[config.mk]
export PLATFORM = sky130hd
export DESIGN_NAME = cpu_run_ctrl
export DESIGN_NICKNAME = d
export VERILOG_FILES = /design/src/rtl/cpu_run_ctrl_pkg.sv /design/src/rtl/cpu_run_ctrl_run_div.sv /design/src/rtl/cpu_run_ctrl.sv
export SDC_FILE = /design/constraint.sdc
export NUM_CORES = 1
export LEC_CHECK = 0
export BUFFER_PORTS_ARGS = -buffer_cell sky130_fd_sc_hd__buf_2
export CORE_MARGIN = 8
export CORE_UTILIZATION = 35
export CTS_BUF_LIST = sky130_fd_sc_hd__clkbuf_16
export CTS_CLUSTER_DIAMETER = 80
export CTS_CLUSTER_SIZE = 40
export DETAILED_ROUTE_END_ITERATION = 10
export PLACE_DENSITY = 0.67
export SYNTH_ARGS = -nofsm -noshare
export SYNTH_HDL_FRONTEND = slang
export SYNTH_SLANG_ARGS = --single-unit
[constraint.sdc]
create_clock -name clk -period 2.2 [get_ports clk]
set_input_delay 0 -clock clk [delete_from_list [all_inputs] [get_ports clk]]
set_output_delay 0 -clock clk [all_outputs]
set_load 0.01 [all_outputs]
[src/rtl/cpu_run_ctrl_pkg.sv]
`default_nettype none
// ============================================================================
// Module   : cpu_run_ctrl_pkg
// Brief    : Shared types and default io addresses for the CPU run controller.
// Revision : 1.0 - initial release
// ============================================================================
package cpu_run_ctrl_pkg;

    // Controller state encoding; the numeric values are visible on the state port
    typedef enum logic [1:0] {
        ST_IDLE   = 2'd0,
        ST_STEP   = 2'd1,
        ST_RUN    = 2'd2,
        ST_IOWAIT = 2'd3
    } state_t;

    // Default io addresses of the input status and input data registers
    localparam logic [7:0] c_in_stat_addr = 8'h08;
    localparam logic [7:0] c_in_data_addr = 8'h0C;

endpackage
`default_nettype wire

[src/rtl/cpu_run_ctrl_run_div.sv]
`default_nettype none
// ============================================================================
// Module   : run_div
// Brief    : Free-run issue-slot divider. Counts 0..RUN_DIV-1 while not
//            cleared; o_slot is high while the count sits at RUN_DIV-1.
// Revision : 1.0 - initial release
// ============================================================================
module run_div #(
    parameter int RUN_DIV = 4
) (
    input  logic clk,
    input  logic rst,
    input  logic i_clr,
    output logic o_slot
);

    localparam int               c_cnt_w = $clog2(RUN_DIV);
    localparam logic [c_cnt_w-1:0] c_last = c_cnt_w'(RUN_DIV - 1);

    logic [c_cnt_w-1:0] r_cnt;

    assign o_slot = (r_cnt == c_last);

    // Divider count: held at zero while cleared, wraps after the slot
    always_ff @(posedge clk) begin
        if (rst || i_clr) begin
            r_cnt <= '0;
        end else if (o_slot) begin
            r_cnt <= '0;
        end else begin
            r_cnt <= r_cnt + 1'b1;
        end
    end

endmodule
`default_nettype wire

[src/rtl/cpu_run_ctrl.sv]
`default_nettype none
// ============================================================================
// Module   : cpu_run_ctrl
// Brief    : Single-step / free-run controller for a teaching CPU. Issues
//            one-cycle clock enables, stalls on reads of an empty input
//            register and optionally stops free-run at a breakpoint PC.
//            Build option: define CPU_RUN_CTRL_BRK_EN to include the
//            breakpoint register, compare and brk_hit flag.
// Revision : 1.0 - initial release
// ============================================================================
module cpu_run_ctrl
    import cpu_run_ctrl_pkg::*;
#(
    parameter int         RUN_DIV      = 4,
    parameter logic [7:0] IN_STAT_ADDR = c_in_stat_addr,
    parameter logic [7:0] IN_DATA_ADDR = c_in_data_addr
) (
    input  logic        clk,
    input  logic        rst,
    input  logic        step,
    input  logic        cont,
    input  logic        ent,
    input  logic [31:0] in_val,
    input  logic        brk_set,
    input  logic        brk_clr,
    input  logic [31:0] brk_val,
    input  logic [31:0] pc,
    input  logic        io_rd,
    input  logic [7:0]  io_addr,
    output logic        cpu_ce,
    output logic [31:0] io_din,
    output logic        in_vld,
    output logic        pause,
    output logic [1:0]  state,
    output logic        brk_hit,
    output logic [31:0] instr_cnt
);

    state_t      r_state, w_state_nxt;
    state_t      r_ret, w_ret_nxt;
    logic        r_resume, w_resume_nxt;
    logic        r_cpu_ce, w_issue;
    logic        w_brk_stop;
    logic        w_brk_match;
    logic        w_blocked;
    logic        w_slot;
    logic        w_div_clr;
    logic        w_consume;
    logic [31:0] r_in_data;
    logic        r_in_vld;
    logic [31:0] r_instr_cnt;

    assign w_blocked = io_rd && (io_addr == IN_DATA_ADDR) && !r_in_vld;
    assign w_consume = r_cpu_ce && io_rd && (io_addr == IN_DATA_ADDR);
    // Divider restarts from zero on every entry into RUN
    assign w_div_clr = (r_state != ST_RUN);

    run_div #(
        .RUN_DIV (RUN_DIV)
    ) u_run_div (
        .clk    (clk),
        .rst    (rst),
        .i_clr  (w_div_clr),
        .o_slot (w_slot)
    );

`ifdef CPU_RUN_CTRL_BRK_EN
    logic        r_brk_arm;
    logic [31:0] r_brk_addr;
    logic        r_brk_hit;

    assign w_brk_match = r_brk_arm && (pc == r_brk_addr);
    assign brk_hit     = r_brk_hit;

    // Breakpoint register: disarm wins over a simultaneous load
    always_ff @(posedge clk) begin
        if (rst) begin
            r_brk_arm  <= 1'b0;
            r_brk_addr <= 32'h0;
        end else if (brk_clr) begin
            r_brk_arm  <= 1'b0;
        end else if (brk_set) begin
            r_brk_arm  <= 1'b1;
            r_brk_addr <= brk_val;
        end
    end

    // Sticky breakpoint-hit flag, acknowledged by the next step or cont
    always_ff @(posedge clk) begin
        if (rst) begin
            r_brk_hit <= 1'b0;
        end else if (step || cont) begin
            r_brk_hit <= 1'b0;
        end else if (w_brk_stop) begin
            r_brk_hit <= 1'b1;
        end
    end
`else
    logic w_brk_unused;

    assign w_brk_match  = 1'b0;
    assign brk_hit      = 1'b0;
    assign w_brk_unused = ^{brk_set, brk_clr, brk_val, pc, w_brk_stop};
`endif

    // Next-state and issue decision; a slot issue shows up as cpu_ce next cycle
    always_comb begin
        w_state_nxt  = r_state;
        w_ret_nxt    = r_ret;
        w_resume_nxt = r_resume;
        w_issue      = 1'b0;
        w_brk_stop   = 1'b0;
        case (r_state)
            ST_IDLE: begin
                if (cont) begin
                    w_state_nxt  = ST_RUN;
                    w_resume_nxt = 1'b1;
                end else if (step) begin
                    w_state_nxt  = ST_STEP;
                end
            end
            ST_STEP: begin
                if (w_blocked) begin
                    w_state_nxt = ST_IOWAIT;
                    w_ret_nxt   = ST_STEP;
                end else begin
                    w_issue     = 1'b1;
                    w_state_nxt = ST_IDLE;
                end
            end
            ST_RUN: begin
                if (cont) begin
                    w_state_nxt = ST_IDLE;
                end else if (w_slot) begin
                    w_resume_nxt = 1'b0;
                    if (w_brk_match && !r_resume) begin
                        w_state_nxt = ST_IDLE;
                        w_brk_stop  = 1'b1;
                    end else if (w_blocked) begin
                        w_state_nxt = ST_IOWAIT;
                        w_ret_nxt   = ST_RUN;
                    end else begin
                        w_issue     = 1'b1;
                    end
                end
            end
            ST_IOWAIT: begin
                // Abort takes precedence over data arrival
                if (cont) begin
                    w_state_nxt = ST_IDLE;
                end else if (ent) begin
                    w_state_nxt = r_ret;
                end
            end
            default: begin
                w_state_nxt = ST_IDLE;
            end
        endcase
    end

    // Controller state, return state, resume flag and registered clock enable
    always_ff @(posedge clk) begin
        if (rst) begin
            r_state  <= ST_IDLE;
            r_ret    <= ST_STEP;
            r_resume <= 1'b0;
            r_cpu_ce <= 1'b0;
        end else begin
            r_state  <= w_state_nxt;
            r_ret    <= w_ret_nxt;
            r_resume <= w_resume_nxt;
            r_cpu_ce <= w_issue;
        end
    end

    // Input register: new data beats a same-cycle consume
    always_ff @(posedge clk) begin
        if (rst) begin
            r_in_data <= 32'h0;
            r_in_vld  <= 1'b0;
        end else if (ent) begin
            r_in_data <= in_val;
            r_in_vld  <= 1'b1;
        end else if (w_consume) begin
            r_in_vld  <= 1'b0;
        end
    end

    // Executed-instruction counter, free-running wrap
    always_ff @(posedge clk) begin
        if (rst) begin
            r_instr_cnt <= 32'h0;
        end else if (r_cpu_ce) begin
            r_instr_cnt <= r_instr_cnt + 32'd1;
        end
    end

    // io read mux; unmapped addresses read as zero
    always_comb begin
        io_din = 32'h0;
        if (io_addr == IN_STAT_ADDR) begin
            io_din = {31'b0, r_in_vld};
        end else if (io_addr == IN_DATA_ADDR) begin
            io_din = r_in_data;
        end
    end

    assign cpu_ce    = r_cpu_ce;
    assign in_vld    = r_in_vld;
    assign pause     = (r_state != ST_RUN);
    assign state     = r_state;
    assign instr_cnt = r_instr_cnt;

endmodule
`default_nettype wire
* Word level (Yosys, flattened, before mapping)
Index checks and enable logic that the tools add are counted. W data, S select, Z words.
Storage, ports and cells: register bits 72, bits in latches 0, memory bits (writable) 0, memory bits (read-only) 0, input bits 112, output and inout bits 70, word-level logic and storage cells 58, memories kept 0
Operators by class: add/subtract/negate cells 2, multipliers 0, div/mod/pow operators 0, magnitude comparators 0, eq/ne operators 15, shifts and indexed selects 0, mux-type cells 22, bitwise operators 0, reductions and logical operators 12
Operator list (number):
- $mux W32 | 2
- $add A32 B1 Y32 const B | 1
- $mux W2 | 12
- $eq A8 B4 Y1 const B | 2
- $ne A3 B3 Y1 const B | 3
- $ne A2 B2 Y1 const B | 4
- $pmux W2 S4 | 1
- $eq A2 B2 Y1 const B | 3
- $mux W1 | 5
- $reduce_and A5 Y1 | 1
- $logic_and A1 B1 Y1 | 4
- $pmux W2 S2 | 1
- $reduce_and A4 Y1 | 1
- $reduce_bool A2 Y1 | 2
- $ne A3 B2 Y1 const B | 1
- $add A2 B1 Y2 const B | 1
- $eq A2 B1 Y1 const B | 1
- $logic_not A2 Y1 | 1
- $ne A2 B1 Y1 const B | 1
- $pmux W1 S2 | 1
- $reduce_or A2 Y1 | 1
- $logic_not A1 Y1 | 1
- $logic_or A1 B1 Y1 | 1

* Depth between registers and ports, before layout
word-level depth 7, mapped depth 7, depth with buffers taken out 6

* Modules after synthesis
Synthesis repeated with hierarchy kept, for this count alone.
Second synthesis, totals: cell total of the unflattened synthesis 375, area, all modules 3354.5 um^2
By module, submodules not included:
- cpu_run_ctrl | times used 1, cells an instance 370, area each 3274.4 um^2, sequential area each 1401.3 um^2
- run_div | times used 1, cells an instance 5, area each 80.1 um^2, sequential area each 40.0 um^2

* Least setup slack after synthesis
No wires, ideal clock.
path type flip-flop to flip-flop, start reg r_instr_cnt[0] (netlist: instr_cnt[0]), end reg r_instr_cnt[26] (netlist: instr_cnt[26]), setup time 121 ps, arrival 1746 ps, required time 2079 ps, path slack 333 ps, cell stages (with the launch flop) 8, buffers on the path 2, clock period less this slack 1867 ps, cells stage by stage dfxtp_1 > ha_1 > and3_1 > buf_2 > nand3_4 > buf_6 > nor4_1 > mux2_2
On the way: longest elaborated chain between the ends 1
RTL lines:
- from (decl) | line cpu_run_ctrl.sv:51 | logic [31:0] r_instr_cnt;
- from (signal assigned) | line cpu_run_ctrl.sv:194 | r_instr_cnt <= r_instr_cnt + 32'd1;
- $add A32 B1 Y32 | line cpu_run_ctrl.sv:194
No other way between the ends. A chain may end at the register's enable or synchronous reset.

* Final worst setup path
start reg r_instr_cnt[0] (netlist: instr_cnt[0]), end reg r_instr_cnt[28] (netlist: instr_cnt[28])
Same word-level chain as after synthesis.

==> impl_results.md <==
* Final setup margin at 0.280 ns
* Reg power frac at 40.9%
* Antenna viol nets, final at 0
* Crit path buf inv count at 0
* Pins Over Slew Limit at 0
* Synthesized cell area at between 0.003 and 0.004 mm2
* Routed len/inst at 15.1 um
* Synth warn at 0
* Syn Area/Cell at 9.06 um2
* Area growth syn-to-layout at 38.1%
* Post-Synth Simple-Gate Area at 27.4%
* Clock Sinks at 72
* Unrepaired setup endpoints after global routing: no
* Worst Reg-to-Reg Cells at 5
* CTS tree: done
* Worst-skew pair later-pin latency at 0.32 ns
* Flop2flop setup slack at 0.28 ns
* Critical path startpoint category: register
* IO Port Bufs at between 100 and 150
* TritonCTS buffer count at 9
* Initial antenna violation count at 0
* DRC at 0
* CP max stage delay at 0.42 ns
* Slew @ Worst Pin at 1.05 ns
* Final Net Count at 641
* Vias in the first global route at 3381
* Reg-to-Reg End: instr_cnt[28]
* CP top delay family: simple AND/OR/NAND/NOR gates
* Largest family of logic cells by synthesized area: simple AND/OR/NAND/NOR gates
* Layout cells sized above 1 at 28.3%
* Switching share of power at 22.7%
* Clk slew on worst S/H paths at 0.06 ns
* DP Cell Count at about 610
* Mapped Cells at 384
* Number of flops mapped to enable cells by yosys at 0
* Most frequent cells in the layout: 114 x buf_2, 72 x dfxtp_1, 55 x nor2_1
* Main flop type after synthesis: dfxtp_1
* WP data arrival at 2.13 ns
* Total track usage at around 15%
* Crit path max fanout at 13
* N_diodes at 0
* Placed cell areas at around 0.0041 mm2
* Worst VDD drop at 0.000313 V
* Post-synthesis sequential area ratio at 41.4%
* Fin cells at 660
* RD Place Congestion at approximately 0.8
* Worst-path cell chain: ha_1 > and3_1 > nand3_4 > nor4_1 > mux2_2
* Drt via density at 4.95
* Min-delay src: cont
* Leak at 2.32 nW
* Die area at around 0.013 mm2
* Dpl ws at 0.307 ns
* Largest net degree at the start of global routing at 57
* Hold path depth at 4
* XOR/XNOR Fraction of Synth Area at under 10%
* Fin crit share at approximately 87%
* Synth cell types at between 40 and 50
* Fmax at 521 MHz
* Worst path slowest cell: dfxtp_1
* DR pass1 iterations at 4
* Number of synthesized register bits at 72
* Int Power at 2.64 mW
* Comb power frac at between 10% and 20%
* Fin crit period at 1.92 ns
* WS Path Type: register to register
* Pwr/cell area at a little over 700 mW/mm2
* Final setup fails at 0
* Synth area leaders: dfxtp_1 41%, mux2i_1 10%, and3_1 6.5%
* Max Cap Violations at 0
* Core Area at ~0.0097 mm2
* Yosys top cell area share at 41.4%
* Die X at between 100 and 150 um
* First-pass GRT wire length at approximately 16000 um
* Initial core utilization at a little over a third
* Worst r2r src: instr_cnt[0]
* Setup TNS Final at 0 ns
* Skew final at 0.00582 ns
* Async set or reset register ratio after synthesis at 0%
* Clock Power Share at about half
* Final hold violation count at 0
* Via count at 3269
* Status: finished clean
* Die Y at 116 um
* Worst Hold End: r_ret[1]
* Post-DP HPWL at slightly below 7000 um
* Initial drt markers at 109
* CP Capture Type: register
* Post-synth top area cell: dfxtp_1
* GRT overflow at 0
* Clock Root Buffer: clkbuf_16
* Most common cell after layout, fill and taps aside: buf_2
* Max_slew headroom at between 30% and 40%
* Routed wire length at roughly 10000 um
* Worst Hold Class: input port to register
* Psw at 0.773 mW
* Post-synthesis compound-gate area fraction at roughly 7.8%
* Fin area at 0.00481 mm2
* Max Buffers Root-to-Sink at 2
* # H-tree levels at 3
* Mapped Nets at 503
* Mux contribution to synthesized area at 11.7%
* # IOs at 182
* Required time worst endpoint at approximately 2.4 ns
* Synth Area in Adders at 2.52%
* # rows at 36
power by group through the flow:
| stage | Sequential [mW] | Clock (mW) | Combinational, mW |
|---|---|---|---|
| after floorplan | 1.42 | 0 | 0.207 |
| after CTS | 1.39 | 1.69 | 0.370 |
| after global routing | 1.40 | 1.76 | 0.409 |
| after detailed placement | 1.42 | 0 | 0.321 |
| after global placement | 1.42 | 0 | 0.311 |
| final | 1.39 | 1.65 | 0.370 |
state kept, by name, indices dropped and copies added (netlist names):
register	cells
u_run_div.r_cnt	2
state	2
cpu_ce	1
in_vld	1
instr_cnt	32
r_ret	2
r_in_data	32
layout make-up:
| type | count | area (um2) |
|---|---|---|
| clock buffer | 9 | 225 |
| clock inverter | 7 | 110 |
| fill | 941 | 4920 |
| inverter | 9 | 33.8 |
| multi-input combinational | 273 | 1850 |
| sequential | 72 | 1440 |
| tap | 133 | 166 |
| timing repair buffer | 157 | 976 |
worst max-delay path by stage:
stage                        startpoint             to  cells past startpoint
after CTS                  instr_cnt[0]  instr_cnt[28]                      5
after floorplan            instr_cnt[0]  instr_cnt[26]                      7
final                      instr_cnt[0]  instr_cnt[28]                      5
after detailed placement   instr_cnt[0]  instr_cnt[28]                      5
after global routing      instr_cnt[10]  instr_cnt[20]                      5
after global placement     instr_cnt[7]  instr_cnt[31]                      4
synthesized netlist by cell type (11+ instances only):
cell type / n
a21oi_1: 15
and3_1: 36
clkbuf_1: 16
dfxtp_1: 72
mux2i_1: 35
nand2_1: 12
nand4_1: 11
nor2_1: 55
o31ai_1: 12
or4_1: 11
xor2_1: 12
metrics by stage:
stage	util [%]	hold WS (ns)	power, mW
6_report	49.4	0.0617	3.41
5_1_grt	49.4	0.0644	3.57
4_1_cts	49.4	0.0353	3.45
3_5_place_dp	42.6	0.243	1.74
3_3_place_gp	42.6	0.233	1.73
2_1_floorplan	-	0.106	1.62
repair_timing:
| item | CTS | global route |
|---|---|---|
| hold buffers | 33 | 0 |
| endpoints found under the hold margin | 33 | 0 |
| buffers inserted | 0 | 0 |
| gates resized for setup | 0 | 0 |
worst reg2reg max path: cells and delay by family (launching register included):
kind | cells | cell delay (ns)
and+or+nand+nor | 3 | 0.78
DFF | 1 | 0.42
muxes | 1 | 0.38
adders and majority gates | 1 | 0.24
layer usage:
metal	track usage [%]	part of all wire, %	routed length (um)
met1	17.5	43	4280
met2	25.7	51	5110
met3	2.66	3.2	321
met4	9.08	2.7	274
met5	0	0	0
kinds of logic (layout without fill, tap and decap cells):
group,Yosys count,after routing
mux,40,40
fa+ha+maj,7,7
flops,72,72
other cells,1,1
compound gates,41,41
xor+xnor,14,14
buf+inv,39,182
simple gates,170,170
(Power assumes the default switching activity.)
